File: config.mk
export PLATFORM = sky130hd
export DESIGN_NAME = tetron_cell_resolver
export DESIGN_NICKNAME = d
export VERILOG_FILES = /design/src/rtl/tetris_pkg.sv /design/src/rtl/tetron_cell_resolver.sv
export SDC_FILE = /design/constraint.sdc
export NUM_CORES = 1
export LEC_CHECK = 0
export CORE_AREA = 2 2 39 41
export DETAILED_ROUTE_END_ITERATION = 10
export DIE_AREA = 0 0 41 43
export GPL_TIMING_DRIVEN = 1
export PLACE_DENSITY = 0.9
export REMOVE_ABC_BUFFERS = 1
export SYNTH_ARGS = -nofsm -noshare
export SYNTH_HDL_FRONTEND = slang
export SYNTH_SLANG_ARGS = --single-unit
File: constraint.sdc
create_clock -name vclk -period 2.8
set_clock_uncertainty 0.05 [all_clocks]
set_input_delay 0.28 -clock vclk [all_inputs]
set_output_delay 0.28 -clock vclk [all_outputs]
set_load 0.01 [all_outputs]
File: src/rtl/tetris_pkg.sv
// Shared playfield geometry, checker FSM states and the collision cause encoding
// used by the collision checker and the game controller.
package tetris_pkg;

  localparam int FIELD_W = 10;
  localparam int FIELD_H = 20;
  localparam int COORD_W = 5;

  typedef enum logic [1:0] {
    ST_IDLE  = 2'd0,
    ST_PROBE = 2'd1,
    ST_DONE  = 2'd2
  } state_t;

  typedef enum logic [1:0] {
    CAUSE_NONE = 2'b00,
    CAUSE_OOB  = 2'b01,
    CAUSE_OCC  = 2'b10,
    CAUSE_BOTH = 2'b11
  } cause_t;

  function automatic cause_t cause_encode(input logic oob, input logic occ);
    return cause_t'({occ, oob});
  endfunction

endpackage

File: src/rtl/tetron_cell_resolver.sv
// Combinational anchor+offset adder and field bounds compare for one block.
// COLL_ALLOW_ABOVE_TOP_EN: rows above the top with a legal column are free.
module tetron_cell_resolver
  import tetris_pkg::*;
(
  input  logic [COORD_W-1:0] anchor_row,
  input  logic [COORD_W-1:0] anchor_col,
  input  logic [COORD_W-1:0] voffset,
  input  logic [COORD_W-1:0] hoffset,
  output logic [COORD_W-1:0] row,
  output logic [COORD_W-1:0] col,
  output logic               oob,
  output logic               above_top
);

  logic [COORD_W:0] row_sum;
  logic [COORD_W:0] col_sum;
  logic             row_neg;
  logic             row_high;
  logic             col_bad;

  // Sums are two's complement in COORD_W+1 bits; the top bit is the sign.
  assign row_sum  = {1'b0, anchor_row} + {voffset[COORD_W-1], voffset};
  assign col_sum  = {1'b0, anchor_col} + {hoffset[COORD_W-1], hoffset};

  assign row_neg  = row_sum[COORD_W];
  assign row_high = !row_sum[COORD_W] && (row_sum[COORD_W-1:0] >= COORD_W'(FIELD_H));
  assign col_bad  = col_sum[COORD_W] || (col_sum[COORD_W-1:0] >= COORD_W'(FIELD_W));

  assign row = row_sum[COORD_W-1:0];
  assign col = col_sum[COORD_W-1:0];

`ifdef COLL_ALLOW_ABOVE_TOP_EN
  assign above_top = row_neg && !col_bad;
  assign oob       = row_high || col_bad;
`else
  assign above_top = 1'b0;
  assign oob       = row_neg || row_high || col_bad;
`endif

endmodule

# Yosys cells after proc, flatten, opt, wreduce, memory -nomap -nowiden
# Cells that the tools add are included.
# totals
regBits	0
latchBits	0
ramBits	0
mem_bits_ro	0
in_bits	20
elab_cells	9
memories	0
# classes
addsub	2
multipliers	0
n_div	0
order_cmp	2
eq_ne	0
shifts	0
n_mux	0
n_bitwise	0
n_reduce_logical	5
# op_table
cell	n
$add A5 B6 Y6	2
$ge A5 B4 Y1 const B	1
$ge A5 B5 Y1 const B	1
$logic_or A1 B1 Y1	3
$logic_and A1 B1 Y1	1
$logic_not A1 Y1	1

# Logic depth before layout (Yosys ltp)
# depth
ltp_word	5
mapped_depth	8
ltp_nobuf	8

# Least setup slack after synthesis
# No wires, ideal clock.
# synth_timing
path_kind	input -> output
from	input port anchor_row[0]
to	output port oob
arrival_ns	1.757
t_required_ns	2.470
setup_slack_ns	0.713
path_stages	8
n_path_buf	0
cell_sequence	ha_1 -> inv_1 -> fa_1 -> nand2b_1 -> a21oi_1 -> xor2_1 -> a211oi_1 -> nand3_1
# synth_via
elab_chain_len	5
# synth_rtl
element	line	rtl
start, declared	tetron_cell_resolver.sv:6	input logic [COORD_W-1:0] anchor_row,
$add A5 B6 Y6	tetron_cell_resolver.sv:23	assign row_sum = {1'b0, anchor_row} + {voffset[COORD_W-1], voffset};
via row[4]	tetron_cell_resolver.sv:10	output logic [COORD_W-1:0] row,
$ge A5 B5 Y1	tetron_cell_resolver.sv:27	assign row_high = !row_sum[COORD_W] && (row_sum[COORD_W-1:0] >= COORD_W'(FIELD_H));
$logic_and A1 B1 Y1	tetron_cell_resolver.sv:27	
$logic_or A1 B1 Y1 (2 in series)	tetron_cell_resolver.sv:38	assign oob = row_neg || row_high || col_bad;
end, declared	tetron_cell_resolver.sv:12	output logic oob,
# The timed path passes the listed nets, and every way through them passes these cells.

# Final worst setup path
# layout_timing
from	input port anchor_row[0]
to	output port oob
# layout_via
elab_chain_len	5
# layout_rtl
element	line
$add A5 B6 Y6 (*)	tetron_cell_resolver.sv:23
$ge A5 B5 Y1 / $logic_not A1 Y1 (equally long branches)	tetron_cell_resolver.sv:27
$logic_and A1 B1 Y1	tetron_cell_resolver.sv:27
$logic_or A1 B1 Y1 (*) (2 in series)	tetron_cell_resolver.sv:38
# Mark *: on every way between the ends. The rest lies on a longest branch, timed or not.

==> results.py <==
metrics = {
    "timing": {
        "final_hold_viol_count": 0,
        "fin_crit_ns": 2.694,
        "finalCritPeriodShare": 0.9620,
        "whs_ns": 1.462,
        "fmax_mhz": 371.2,
        "setup_viol": 0,
        "slew_violations": 0,
        "rsz0062_at_grt": "true",
    },
    "floorplanning": {
        "die_width_um": 41,
        "die_area_um2": 1763,
        "initial_core_util": 0.3571,
        "row_count": 14,
        "io_pins": 32,
        "coreArea_um2": 1384,
        "die_h_um": 43,
    },
    "power": {
        "p_per_area_nw_per_um2": 253.3,
        "ir_worst_vdd_uv": 123.0,
        "cellLeakagePower_uw": 0.0004373,
    },
    "place": {
        "gp_congestion": 0.7819,
        "hpwl_mm": 1.083,
        "io_buffers": 31,
    },
    "critical_path": {
        "worstPathRequired_ns": 2.47,
        "critical_path.max_fanout": 3,
        "cp-end-kind": "output pin",
        "arrival_ns": 2.36,
        "critPathKind": "in -> out",
        "crit_path_start_kind": "input pin",
    },
    "layout": {
        "drive_gt1_frac": 0.1810,
        "utilization": 0.6573,
        "layout_commonest_cell": "clkdlybuf4s50_1",
        "area_growth_pct": 84.05,
        "mostFrequentLayoutCells": "clkdlybuf4s50_1 (28), inv_1 (10), nor2_1 (10), ha_1 (10), buf_4 (7)",
        "nFillCells": 112,
        "seq_cell_count": 0,
        "nets": 139,
        "clockBufferCount": 0,
        "register_area_um2": 0,
        "multi_input_area_um2": 485.5,
        "antenna_cells_inserted": 0,
    },
    "grt": {
        "grt_overflow": 0,
        "grtUsageTotal": 0.1393,
        "grt_pass1_vias": 530,
        "grt_max_degree": 7,
        "antenna_found_initial": 0,
        "grt_pass1_wl_mm": 1.856,
    },
    "route": {
        "dr.first_iter.drc_count": 7,
        "post_drt_via_cell_ratio": 4.959,
        "drt-total-wl_mm": 1.267,
        "vias": 600,
        "firstDrtPassIters": 4,
        "wl_per_cell_um": 10.47,
        "antenna_left": 0,
        "drc": 0,
    },
    "min_path": {
        "whs_path_depth": 4,
        "min_path_type": "in -> out",
    },
    "clocking": {
        "cts_setup_buffers": 0,
        "cts.hold.buffers_added": 0,
    },
    "synthesis": {
        "netlist_area_um2": 494.2,
        "synthCells": 68,
        "ys_types": 23,
        "synth_compound_area_frac": 0.2405,
        "synth_xor_area_frac": 0.1063,
        "yosys.area_share.simple": 0.1924,
        "synthAdderAreaFrac": 0.3342,
        "yosysSeqAreaShare": 0,
        "postSynthAreaPerCell_um2": 7.268,
        "synth.area.mux_share": 0.02025,
        "synth_top_family_by_area": "adder cells",
        "yosys_warnings": 0,
    },
    "run": {
        "cap_violations": 0,
    },
    "run_status": {
        "outcome": "finished clean",
    },
}
## cell families (layout without fill, tap and decap cells)
logic type                 count (synthesis)  count (layout)
AOI/OAI and AO/OA                         18              18
other                                      1               1
muxes                                      1               1
buffers and inverters                     12              49
and+or+nand+nor                           18              18
adders and majority gates                 12              12
xor gates and xnor gates                   6               6
## Yosys cell counts (all sizes together)
| library cell | number | area [µm²] |
|---|---|---|
| inv | 11 | 41.29 |
| ha | 10 | 125.1 |
| nor2 | 10 | 37.54 |
| a21oi | 7 | 38.79 |
| xnor2 | 5 | 43.79 |
| o21ai | 4 | 20.02 |
| nand2b | 3 | 18.77 |
| a211o | 2 | 17.52 |
| a21o | 2 | 15.01 |
| fa | 2 | 40.04 |
| nor3b | 2 | 15.01 |
| a211oi | 1 | 7.510 |
| a22oi | 1 | 7.510 |
| and3b | 1 | 8.760 |
| buf | 1 | 7.510 |
| conb | 1 | 3.750 |
| mux2i | 1 | 10.01 |
| nand3 | 1 | 5.000 |
| nor3 | 1 | 10.01 |
| o22ai | 1 | 12.51 |
| xor2 | 1 | 8.760 |
## cell type report
cell class,count,area share
inverter,11,0.04539
multi-input combinational,56,0.5337
timing repair buffer,38,0.3989
tap,16,0.02201
## per-layer routing
metal  wire length (µm)  up-vias  track usage  part of all wire
met5                  0        -            0                 0
met4                 13        0      0.01333             0.010
met3                 78        2            0             0.062
met2                680       23       0.2813              0.54
met1                494      270       0.1502              0.39
li1                   -      305            -                 -
## critical path, cell delays in order
cell and delay [ns]:
clkdlybuf4s50_1 0.46, ha_1 0.17, inv_1 0.06, fa_2 0.36, nand2b_4 0.17, o22ai_2 0.16
a22oi_1 0.11, a211oi_2 0.22, nand3_1 0.08, dlygate4sd2_1 0.29
## stage by stage
stage | area, µm² | setup TNS [ns] | cells | power (µW) | worst slack [ns]
3_5_place_dp | 869.6 | -0.4397 | 121 | 219.9 | -0.2147
2_1_floorplan | 486.7 | 0 | 67 | 104.9 | 0.7131
3_3_place_gp | 869.6 | -0.3598 | 121 | 215.6 | -0.1756
4_1_cts | 887.1 | 0 | 121 | 223.9 | 0.002720
5_1_grt | 909.6 | -0.01269 | 121 | 250.9 | -0.01269
6_report | 909.6 | 0 | 121 | 230.4 | 0.1064
## path summary, 6_finish.rpt
check	start	endpoint	slack [ns]
setup / recovery	anchor_row[0]	oob	0.11
hold / removal	voffset[4]	oob	1.46
## power by group
group / internal (µW) / total (µW) / switching, µW
Sequential: 0 / 0 / 0
Clock: 0 / 0 / 0
Combinational: 135 / 230 / 95.5
## repair_timing
action | in CTS | in global routing
resized for setup | 7 | 5
pin swaps | 1 | 1
setup endpoints to repair | 3 | 2
Note: power is estimated with default switching activity, not from simulation.
